==> src/rtl/seg_display_arbiter_pkg.sv <==
// seg_pkg: shared constants and state encoding for the display arbiter
package seg_pkg;
    typedef enum logic {IDLE = 1'b0, SHOW_CODE = 1'b1} state_t;
    localparam logic [3:0] DIG_OFF = 4'b1111;
    localparam logic [6:0] SEG_OFF = 7'h7F;
    localparam logic [15:0][6:0] HEX7 = {
        7'h71, 7'h79, 7'h5E, 7'h39, 7'h7C, 7'h77, 7'h6F, 7'h7F,
        7'h07, 7'h7D, 7'h6D, 7'h66, 7'h4F, 7'h5B, 7'h06, 7'h3F
    };
    function automatic logic [6:0] hex7(input logic [3:0] n);
        return HEX7[n];
    endfunction
endpackage

==> src/rtl/seg_display_arbiter_if.sv <==
// seg_display_arbiter_if: requester inputs and display outputs of the arbiter
interface seg_display_arbiter_if;
    logic [31:0] code_in;
    logic        code_valid;
    logic        btn_sel;
    logic [15:0] status_in;
    logic [3:0]  dig;
    logic [6:0]  seg;
    logic        owner;
    logic [31:0] code_hold;
    modport master (output code_in, code_valid, btn_sel, status_in, input dig, seg, owner, code_hold);
    modport slave  (input code_in, code_valid, btn_sel, status_in, output dig, seg, owner, code_hold);
endinterface

==> src/rtl/seg_display_arbiter_scan_prescaler.sv <==
// scan_prescaler: scan tick generation and post-tick blanking window
module scan_prescaler #(
    parameter int CLK_DIV      = 50000,
    parameter int BLANK_CYCLES = 500
) (
    input  logic clk,
    input  logic res,
    output logic scan_tick,
    output logic blank_active,
    output logic digit_load
);
    logic [15:0] cnt;
    logic [15:0] bcnt;
    assign scan_tick    = cnt == 16'(CLK_DIV - 1);
    assign blank_active = bcnt != 16'd0;
    assign digit_load   = bcnt == 16'd1;
    // free-running prescaler plus a blanking countdown restarted by every tick
    always_ff @(posedge clk) begin
        if (res) begin
            cnt  <= '0;
            bcnt <= '0;
        end else begin
            cnt  <= scan_tick ? '0 : cnt + 16'd1;
            bcnt <= scan_tick ? 16'(BLANK_CYCLES) : blank_active ? bcnt - 16'd1 : bcnt;
        end
    end
endmodule

==> src/rtl/seg_display_arbiter.sv <==
// seg_display_arbiter: time-shares the 4-digit display between IR codes and status
module seg_display_arbiter
    import seg_pkg::*;
#(
    parameter int CLK_DIV      = 50000,
    parameter int BLANK_CYCLES = 500,
    parameter int HOLD_TICKS   = 2000
) (
    input logic clk,
    input logic res,
    seg_display_arbiter_if.slave bus
);
    logic        scan_tick;
    logic        blank_active;
    logic        digit_load;
    state_t      state;
    state_t      nstate;
    logic        valid_q;
    logic        rise;
    logic        expire;
    logic [15:0] hcnt;
    logic [1:0]  idx;
    logic [15:0] word;
    logic [3:0]  nib;

    scan_prescaler #(.CLK_DIV(CLK_DIV), .BLANK_CYCLES(BLANK_CYCLES)) u_pre (
        .clk(clk),
        .res(res),
        .scan_tick(scan_tick),
        .blank_active(blank_active),
        .digit_load(digit_load)
    );

    assign rise   = bus.code_valid & ~valid_q;
    assign expire = state == SHOW_CODE && scan_tick && hcnt == 16'd1;

    // ownership state register
    always_ff @(posedge clk) begin
        state <= res ? IDLE : nstate;
    end

    // a fresh capture always wins over an expiring hold
    always_comb begin
        nstate = rise ? SHOW_CODE : expire ? IDLE : state;
    end

    // owner flag and the word/nibble the next digit load will show
    always_comb begin
        bus.owner = state == SHOW_CODE;
        word      = state == SHOW_CODE ? (bus.btn_sel ? bus.code_hold[15:0] : bus.code_hold[31:16]) : bus.status_in;
        nib       = word[{idx, 2'b00} +: 4];
    end

    // capture, hold countdown and digit scan datapath
    always_ff @(posedge clk) begin
        if (res) begin
            valid_q       <= 1'b0;
            bus.code_hold <= '0;
            hcnt          <= '0;
            idx           <= '0;
            bus.dig       <= DIG_OFF;
            bus.seg       <= SEG_OFF;
        end else begin
            valid_q <= bus.code_valid;
            if (rise)
                bus.code_hold <= bus.code_in;
            hcnt <= rise ? 16'(HOLD_TICKS) : (state == SHOW_CODE && scan_tick) ? hcnt - 16'd1 : hcnt;
            if (digit_load) begin
                bus.dig <= ~(4'b0001 << idx);
                bus.seg <= ~hex7(nib);
                idx     <= idx + 2'd1;
            end else if (scan_tick || blank_active) begin
                bus.dig <= DIG_OFF;
            end
        end
    end
endmodule

==> src/flat_wrapper.sv <==
// flat-port wrapper written by rule: the top's interface ports become plain ports
module seg_display_arbiter_flat import seg_pkg::*;
#(
    parameter int CLK_DIV      = 50000,
    parameter int BLANK_CYCLES = 500,
    parameter int HOLD_TICKS   = 2000
)
  (clk, res, bus_code_in, bus_code_valid, bus_btn_sel, bus_status_in, bus_dig, bus_seg, bus_owner, bus_code_hold);
  seg_display_arbiter_if bus_i ();
  input logic clk;
  input logic res;
  input wire logic [$bits(bus_i.code_in)-1:0] bus_code_in;
  input wire logic [$bits(bus_i.code_valid)-1:0] bus_code_valid;
  input wire logic [$bits(bus_i.btn_sel)-1:0] bus_btn_sel;
  input wire logic [$bits(bus_i.status_in)-1:0] bus_status_in;
  output wire logic [$bits(bus_i.dig)-1:0] bus_dig;
  output wire logic [$bits(bus_i.seg)-1:0] bus_seg;
  output wire logic [$bits(bus_i.owner)-1:0] bus_owner;
  output wire logic [$bits(bus_i.code_hold)-1:0] bus_code_hold;
  assign bus_i.code_in = bus_code_in;
  assign bus_i.code_valid = bus_code_valid;
  assign bus_i.btn_sel = bus_btn_sel;
  assign bus_i.status_in = bus_status_in;
  assign bus_dig = bus_i.dig;
  assign bus_seg = bus_i.seg;
  assign bus_owner = bus_i.owner;
  assign bus_code_hold = bus_i.code_hold;
  seg_display_arbiter #(.CLK_DIV(CLK_DIV), .BLANK_CYCLES(BLANK_CYCLES), .HOLD_TICKS(HOLD_TICKS)) u_core (.clk(clk), .res(res), .bus(bus_i));
endmodule
==> config.mk <==
export PLATFORM = sky130hd
export DESIGN_NAME = seg_display_arbiter_flat
export DESIGN_NICKNAME = d
export VERILOG_FILES = /design/src/rtl/seg_display_arbiter_pkg.sv /design/src/rtl/seg_display_arbiter_if.sv /design/src/rtl/seg_display_arbiter_scan_prescaler.sv /design/src/rtl/seg_display_arbiter.sv /design/src/flat_wrapper.sv
export SDC_FILE = /design/constraint.sdc
export NUM_CORES = 1
export LEC_CHECK = 0
export ABC_CLOCK_PERIOD_IN_PS = 3100
export CAP_MARGIN = 40
export CORE_ASPECT_RATIO = 0.5
export CORE_MARGIN = 2
export CORE_UTILIZATION = 30
export DETAILED_ROUTE_END_ITERATION = 6
export PLACE_DENSITY = 0.61
export SLEW_MARGIN = 20
export SYNTH_ARGS = -nofsm -noshare
export SYNTH_HDL_FRONTEND = slang
export SYNTH_SLANG_ARGS = --single-unit
==> constraint.sdc <==
create_clock -name clk -period 3.1 [get_ports clk]
set_input_delay 0.31 -clock clk [delete_from_list [all_inputs] [get_ports clk]]
set_output_delay 0.31 -clock clk [all_outputs]
set_load 0.02 [all_outputs]
==> Word-level counts from Yosys, hierarchy flattened <==
Memories as Yosys holds them, arrays and structs flattened.
Cells that the tools add are included.
{ "word_totals": {"mem_count": 1, "in_bits": 52, "rom_bits": 112, "word_cells": 47, "output_inout_bits": 44, "ff_bits": 95} }
{ "op_classes": {"mux": 11, "n_bitwise": 4, "n_shift": 2, "n_eq_ne": 3, "reduce_logical": 10, "n_addsub": 4, "n_lt_le_gt_ge": 1} }
{ "mem_list": {"columns": ["name", "words", "width", "rd", "rd_ports_with_merged_regs", "write_ports", "line", "rtl"], "rows": [
  ["(name not given)", 16, 7, 1, 0, 0, "seg_display_arbiter_pkg.sv:11", "return HEX7[n];"]
]} }
{ "ops": {"columns": ["cell", "count"], "rows": [
  ["$eq A16 B1 Y1 const B", 2],
  ["$mux W16", 2],
  ["$sub A16 B1 Y16 const B", 2],
  ["$mux W11", 2],
  ["$mux W9", 2],
  ["$add A16 B1 Y16 const B", 1],
  ["$eq A16 B16 Y1 const B", 1],
  ["$reduce_bool A16 Y1", 1],
  ["$shiftx A16 B5 Y4", 1],
  ["$mux W4", 2],
  ["$reduce_bool A2 Y1", 4],
  ["$mux W7", 1],
  ["$not A7 Y7", 1],
  ["$lt A4 B5 Y1 const B", 1],
  ["$not A4 Y4", 1],
  ["$reduce_or A2 Y1", 2],
  ["$shl A1 B2 Y4 const A", 1],
  ["$add A2 B1 Y2 const B", 1],
  ["$logic_and A1 B1 Y1", 2],
  ["$mux W1", 2],
  ["$and A1 B1 Y1", 1],
  ["$logic_or A1 B1 Y1", 1],
  ["$not A1 Y1", 1]
]} }

==> Logic depth before layout (Yosys ltp) <==
{ "logic_depth": {"ltp_word": 6, "ltp_mapped": 11, "depth_no_buf": 10} }

==> Cells and area by module <==
A second synthesis with hierarchy kept.
{ "hier_totals": {"hier_cells": 541, "area_unflattened_um2": 4718.3} }
{ "by_module_without_submodules": {"columns": ["mod", "cells_per_inst", "area_each_um2", "seq_area_each_um2", "instances"], "rows": [
  ["seg_display_arbiter", 356, 3098.0, 1261.2, 1],
  ["scan_prescaler", 185, 1620.3, 640.6, 1]
]} }

==> Worst setup path after synthesis <==
Ideal clock, no wire load.
{ "synth_timing": {"path_kind": "reg2reg", "start": "register u_core.idx[0]", "end": "register u_core.bus.seg[5]", "synth_period_minus_slack_ns": 2.546, "t_arrival_ns": 2.422, "required_time_ns": 2.976, "n_path_buf": 1, "setup_time_ns": 0.124, "path_slack_ns": 0.554, "stages_incl_launch_ff": 10, "path_cell_list": "dfxtp_1 > buf_4 > mux4_2 > a21oi_1 > inv_1 > ha_1 > o21ai_0 > o31ai_1 > a221oi_1 > o21bai_1"} }
{ "synth_via": {"elab_chain_cells": 4} }
{ "synth_rtl": {"columns": ["item", "line", "rtl"], "rows": [
  ["start: declaration", "seg_display_arbiter.sv:22", "logic [1:0] idx;"],
  ["start signal: assignment", "seg_display_arbiter.sv:71", "idx <= idx + 2'd1;"],
  ["$shiftx A16 B5 Y4", "seg_display_arbiter.sv:51", "nib = word[{idx, 2'b00} +: 4];"],
  ["$mem_v2 Z16 W7", null, null],
  ["$mux W7 (implied by the code)", "seg_display_arbiter_pkg.sv:11", null],
  ["$not A7 Y7", "seg_display_arbiter.sv:70", "bus.seg <= ~hex7(nib);"],
  ["end signal: assignment", "seg_display_arbiter.sv:70", null],
  ["end: declaration", "seg_display_arbiter_if.sv:12", "modport slave (input code_in, code_valid, btn_sel, status_in, output dig, seg, owner, code_hold);"]
]} }
Every way passes these cells. The select of a mux whose other input is x is not followed.
A chain may end at the register's enable or synchronous reset.

==> Final worst setup path <==
Same ends and word-level chain as after synthesis.

==> run metrics <==
status completed; Routed WL 11.03 mm; unrepaired setup endpoints after global routing false; Final TNS setup 0 ps; async set or reset register ratio after synthesis 0%; Post-Synth XOR/XNOR Area 7.765%; Worst-Skew Late Latency 340 ps; dpl ws 124.6 ps; cell taking the most area after synthesis dfxtp_1; Crit path required time 3330 ps; Max Root-Sink Buffers 2; Worst Hold Launch res; most used routing layer met2; WHS Endpoint u_core.u_pre.cnt[2]; ys flop type dfxtp_1; GR Util met1 18.17%; Die ar. 0.01610 mm^2; Crit path largest cell delay 600 ps; Min-Delay Path Class in2reg; grt met2 use 22.35%; DRC Markers 0; Worst-path clk slew 60 ps; clk sink count 95; FMAX 356.3 MHz; period utilization between 90% and 100%; Placer Congestion 0.8842; GR Overflow Total 0; DP Area 0.005663 mm^2; fin crit period roughly 2800 ps; reg2reg path depth 10; syn_nets 590; HPWL Detailed 8.041 mm; top cells by count, synth dfxtp_1, nand2_1, a21oi_1; Rows 31; H-tree depth 3; r2r endpoint u_core.bus.seg[5]; worst hold stages 2; crit-path max FO 8; WP data arrival ~3000 ps; simple-gate share of the synthesized area 24.13%; Cells after Synth 522; clock skew 8.437 ps; Worst setup SP type register; Vias 3865; Die W 177.4 um; pwr/cell area 604.5 mW/mm^2; Setup-failing EPs final 0; final instance area 0.005934 mm^2; first-pass GRT wire length ~18 mm; CTS tree built; crit path cell chain buf_4, mux4_2, nand2_1, o21a_1, inv_1, ha_1, o21ai_0, o31ai_1, a221oi_1, o21bai_1; final setup margin 293.2 ps; Synth top area share 42.15%; routed length per instance 13.53 um; #FFs+latches synth 95; worst slew pin tran 664.2 ps; Antenna Cells 0; Post-Synth Adder-Cell Area 4.437%; router iterations before antenna repair 4; post-CTS setup buffer count 0; worst r2r src u_core.idx[0]; core area 0.01458 mm^2; CP bufs+invs 2; dpl cells 799; GRT Overall Usage 13.93%; Mean Syn Cell Area 8.643 um^2; crit path capture type register; storage element area 0.001902 mm^2; Finished Layout Cells 815; largest family of logic cells by synthesized area simple AND/OR/NAND/NOR gates; initial core utilization 30.94%; P&R area growth vs syn 31.53%; endpoints failing hold 0; Synth Area in Compound Gates a little under an eighth; Post-synth EDFFs 0; DRT iter0 DRCs 171; count leader, synth dfxtp_1; vias in the first global route 3722; met3 Use GR 3.577%; total CTS buffers 9; Slew Viols, Final 0; Layout Nets 681; root buffer cell clkbuf_16; top post-synthesis cells by area dfxtp_1, nand2_1, a21oi_1, nor2_1, xor2_1; IO Pins 96; Setup CP Type reg2reg; Slew headroom 55.72%; slowest CP cell dfxtp_1; Netlist Area Pre-Place around 0.0045 mm^2; kind of cell adding the most delay to the critical path compound AO/OA/AOI/OAI gates; post-synthesis mux area share under 10%; Antenna Nets Post-Route 0; pin count of the biggest net entering global routing 50; Max IR drop VDD 0.2680 mV; Resize count post-CTS 0; fillers 1475; vias per cell 4.742; Hold Buf Count CTS 0; static leakage 2.189 nW; area of the multi-input gates about 0.0025 mm^2; IO buf count 95; post-synth cell types 52; Die Y 90.72 um; initial antenna violation count 0; layout cells sized above 1 7.293%; Seq/Total Area, Yosys 42.15%; worst reg2reg setup slack 290 ps; YS warnings 0; Max-Cap Viols 0
[worst reg2reg max path, cell delays in order, from the launching register on]
cell      delay [ps]
dfxtp_1          600
buf_4            270
mux4_2           520
nand2_1          110
o21a_1           240
inv_1            130
ha_1             230
o21ai_0          110
o31ai_1          110
a221oi_1         260
o21bai_1         110
[metal layers]
metal / up-vias / routed length [um]
met2: 84 / 4861
met1: 1795 / 5427
met4: 0 / 206
li1: 1971 / -
met3: 15 / 535
met5: - / 0
[placed cells by master (no fill, tap or decap), types with 2 or more instances in the layout]
master           netlist  layout
a211oi_1               5       5
a21oi_1               55      55
a221oi_1               3       3
a31oi_1                3       3
and2_1                 2       2
and3_1                 6       6
buf_4                  2       9
clkbuf_1              17       2
clkbuf_16              0       9
clkdlybuf4s50_1        0      94
clkinvlp_4             0       2
dfxtp_1               95      95
ha_1                  16      16
inv_1                 10      10
mux2_2                 5       5
mux2i_1               10      10
mux4_2                 6       6
nand2_1               87      87
nand2b_1              11      11
nand3_1               14      14
nand3b_1               3       3
nand4_1                4       4
nand4b_1               3       3
nor2_1                54      54
nor2_2                 2       2
nor2b_1                3       2
nor3_1                 9       9
nor4_1                 7       7
o21ai_0               11      11
o21ai_1                2       2
o21bai_1               3       3
o22ai_1                4       4
o31ai_1                3       3
or3_1                  4       4
or4bb_1                2       2
xnor2_1               17      17
xor2_1                23      23
[worst max path at each step]
stage | to | startpoint | cells past startpoint | slack (ps)
final | u_core.bus.seg[5] | u_core.idx[0] | 10 | 290
after global routing | u_core.bus.seg[6] | u_core.idx[0] | 10 | 40
after CTS | u_core.bus.seg[5] | u_core.idx[0] | 10 | 280
after detailed placement | u_core.bus.seg[5] | bus_btn_sel | 10 | 120
after global placement | u_core.bus.seg[5] | bus_btn_sel | 10 | 230
after floorplan | u_core.bus.seg[5] | u_core.idx[0] | 9 | 550
[where the power goes]
| group | switching (W) | internal, W |
|---|---|---|
| sequential | 0.000130 | 0.00136 |
| clock | 0.000452 | 0.000560 |
| combinational | 0.000576 | 0.000507 |
[through the flow]
step / utilization (%) / hold WS [ps] / total power [W]
CTS: 40.66 / 330.2 / 0.003607
detailed placement: 38.83 / 433.6 / 0.002588
floorplan: - / 413.0 / 0.002251
global placement: 38.83 / 423.8 / 0.002575
finish: 40.69 / 331.6 / 0.003587
global route: 40.69 / 354.0 / 0.003814
[cell type report]
cell class	instances	area share, %
Inverter	10	0.6325
Clock inverter	3	0.3373
Clock buffer	12	4.153
Timing Repair Buffer	105	17.16
Sequential cell	95	32.05
Tap cell	198	4.175
Multi-Input combinational cell	392	41.49
[registers in the layout, summed over array words and instances (netlist names)]
| signal | cells |
|---|---|
| u_core.bus.code_hold | 32 |
| u_core.bus.dig | 4 |
| u_core.bus.owner | 1 |
| u_core.bus.seg | 7 |
| u_core.hcnt | 16 |
| u_core.idx | 2 |
| u_core.u_pre.bcnt | 16 |
| u_core.u_pre.cnt | 16 |
| u_core.valid_q | 1 |
[cell families after synthesis]
family,Yosys count
compound gates,92
simple gates,222
mux,22
flops,95
buf+inv,35
fa+ha+maj,16
xor+xnor,40
No activity file was read; power rests on OpenSTA's default activity.
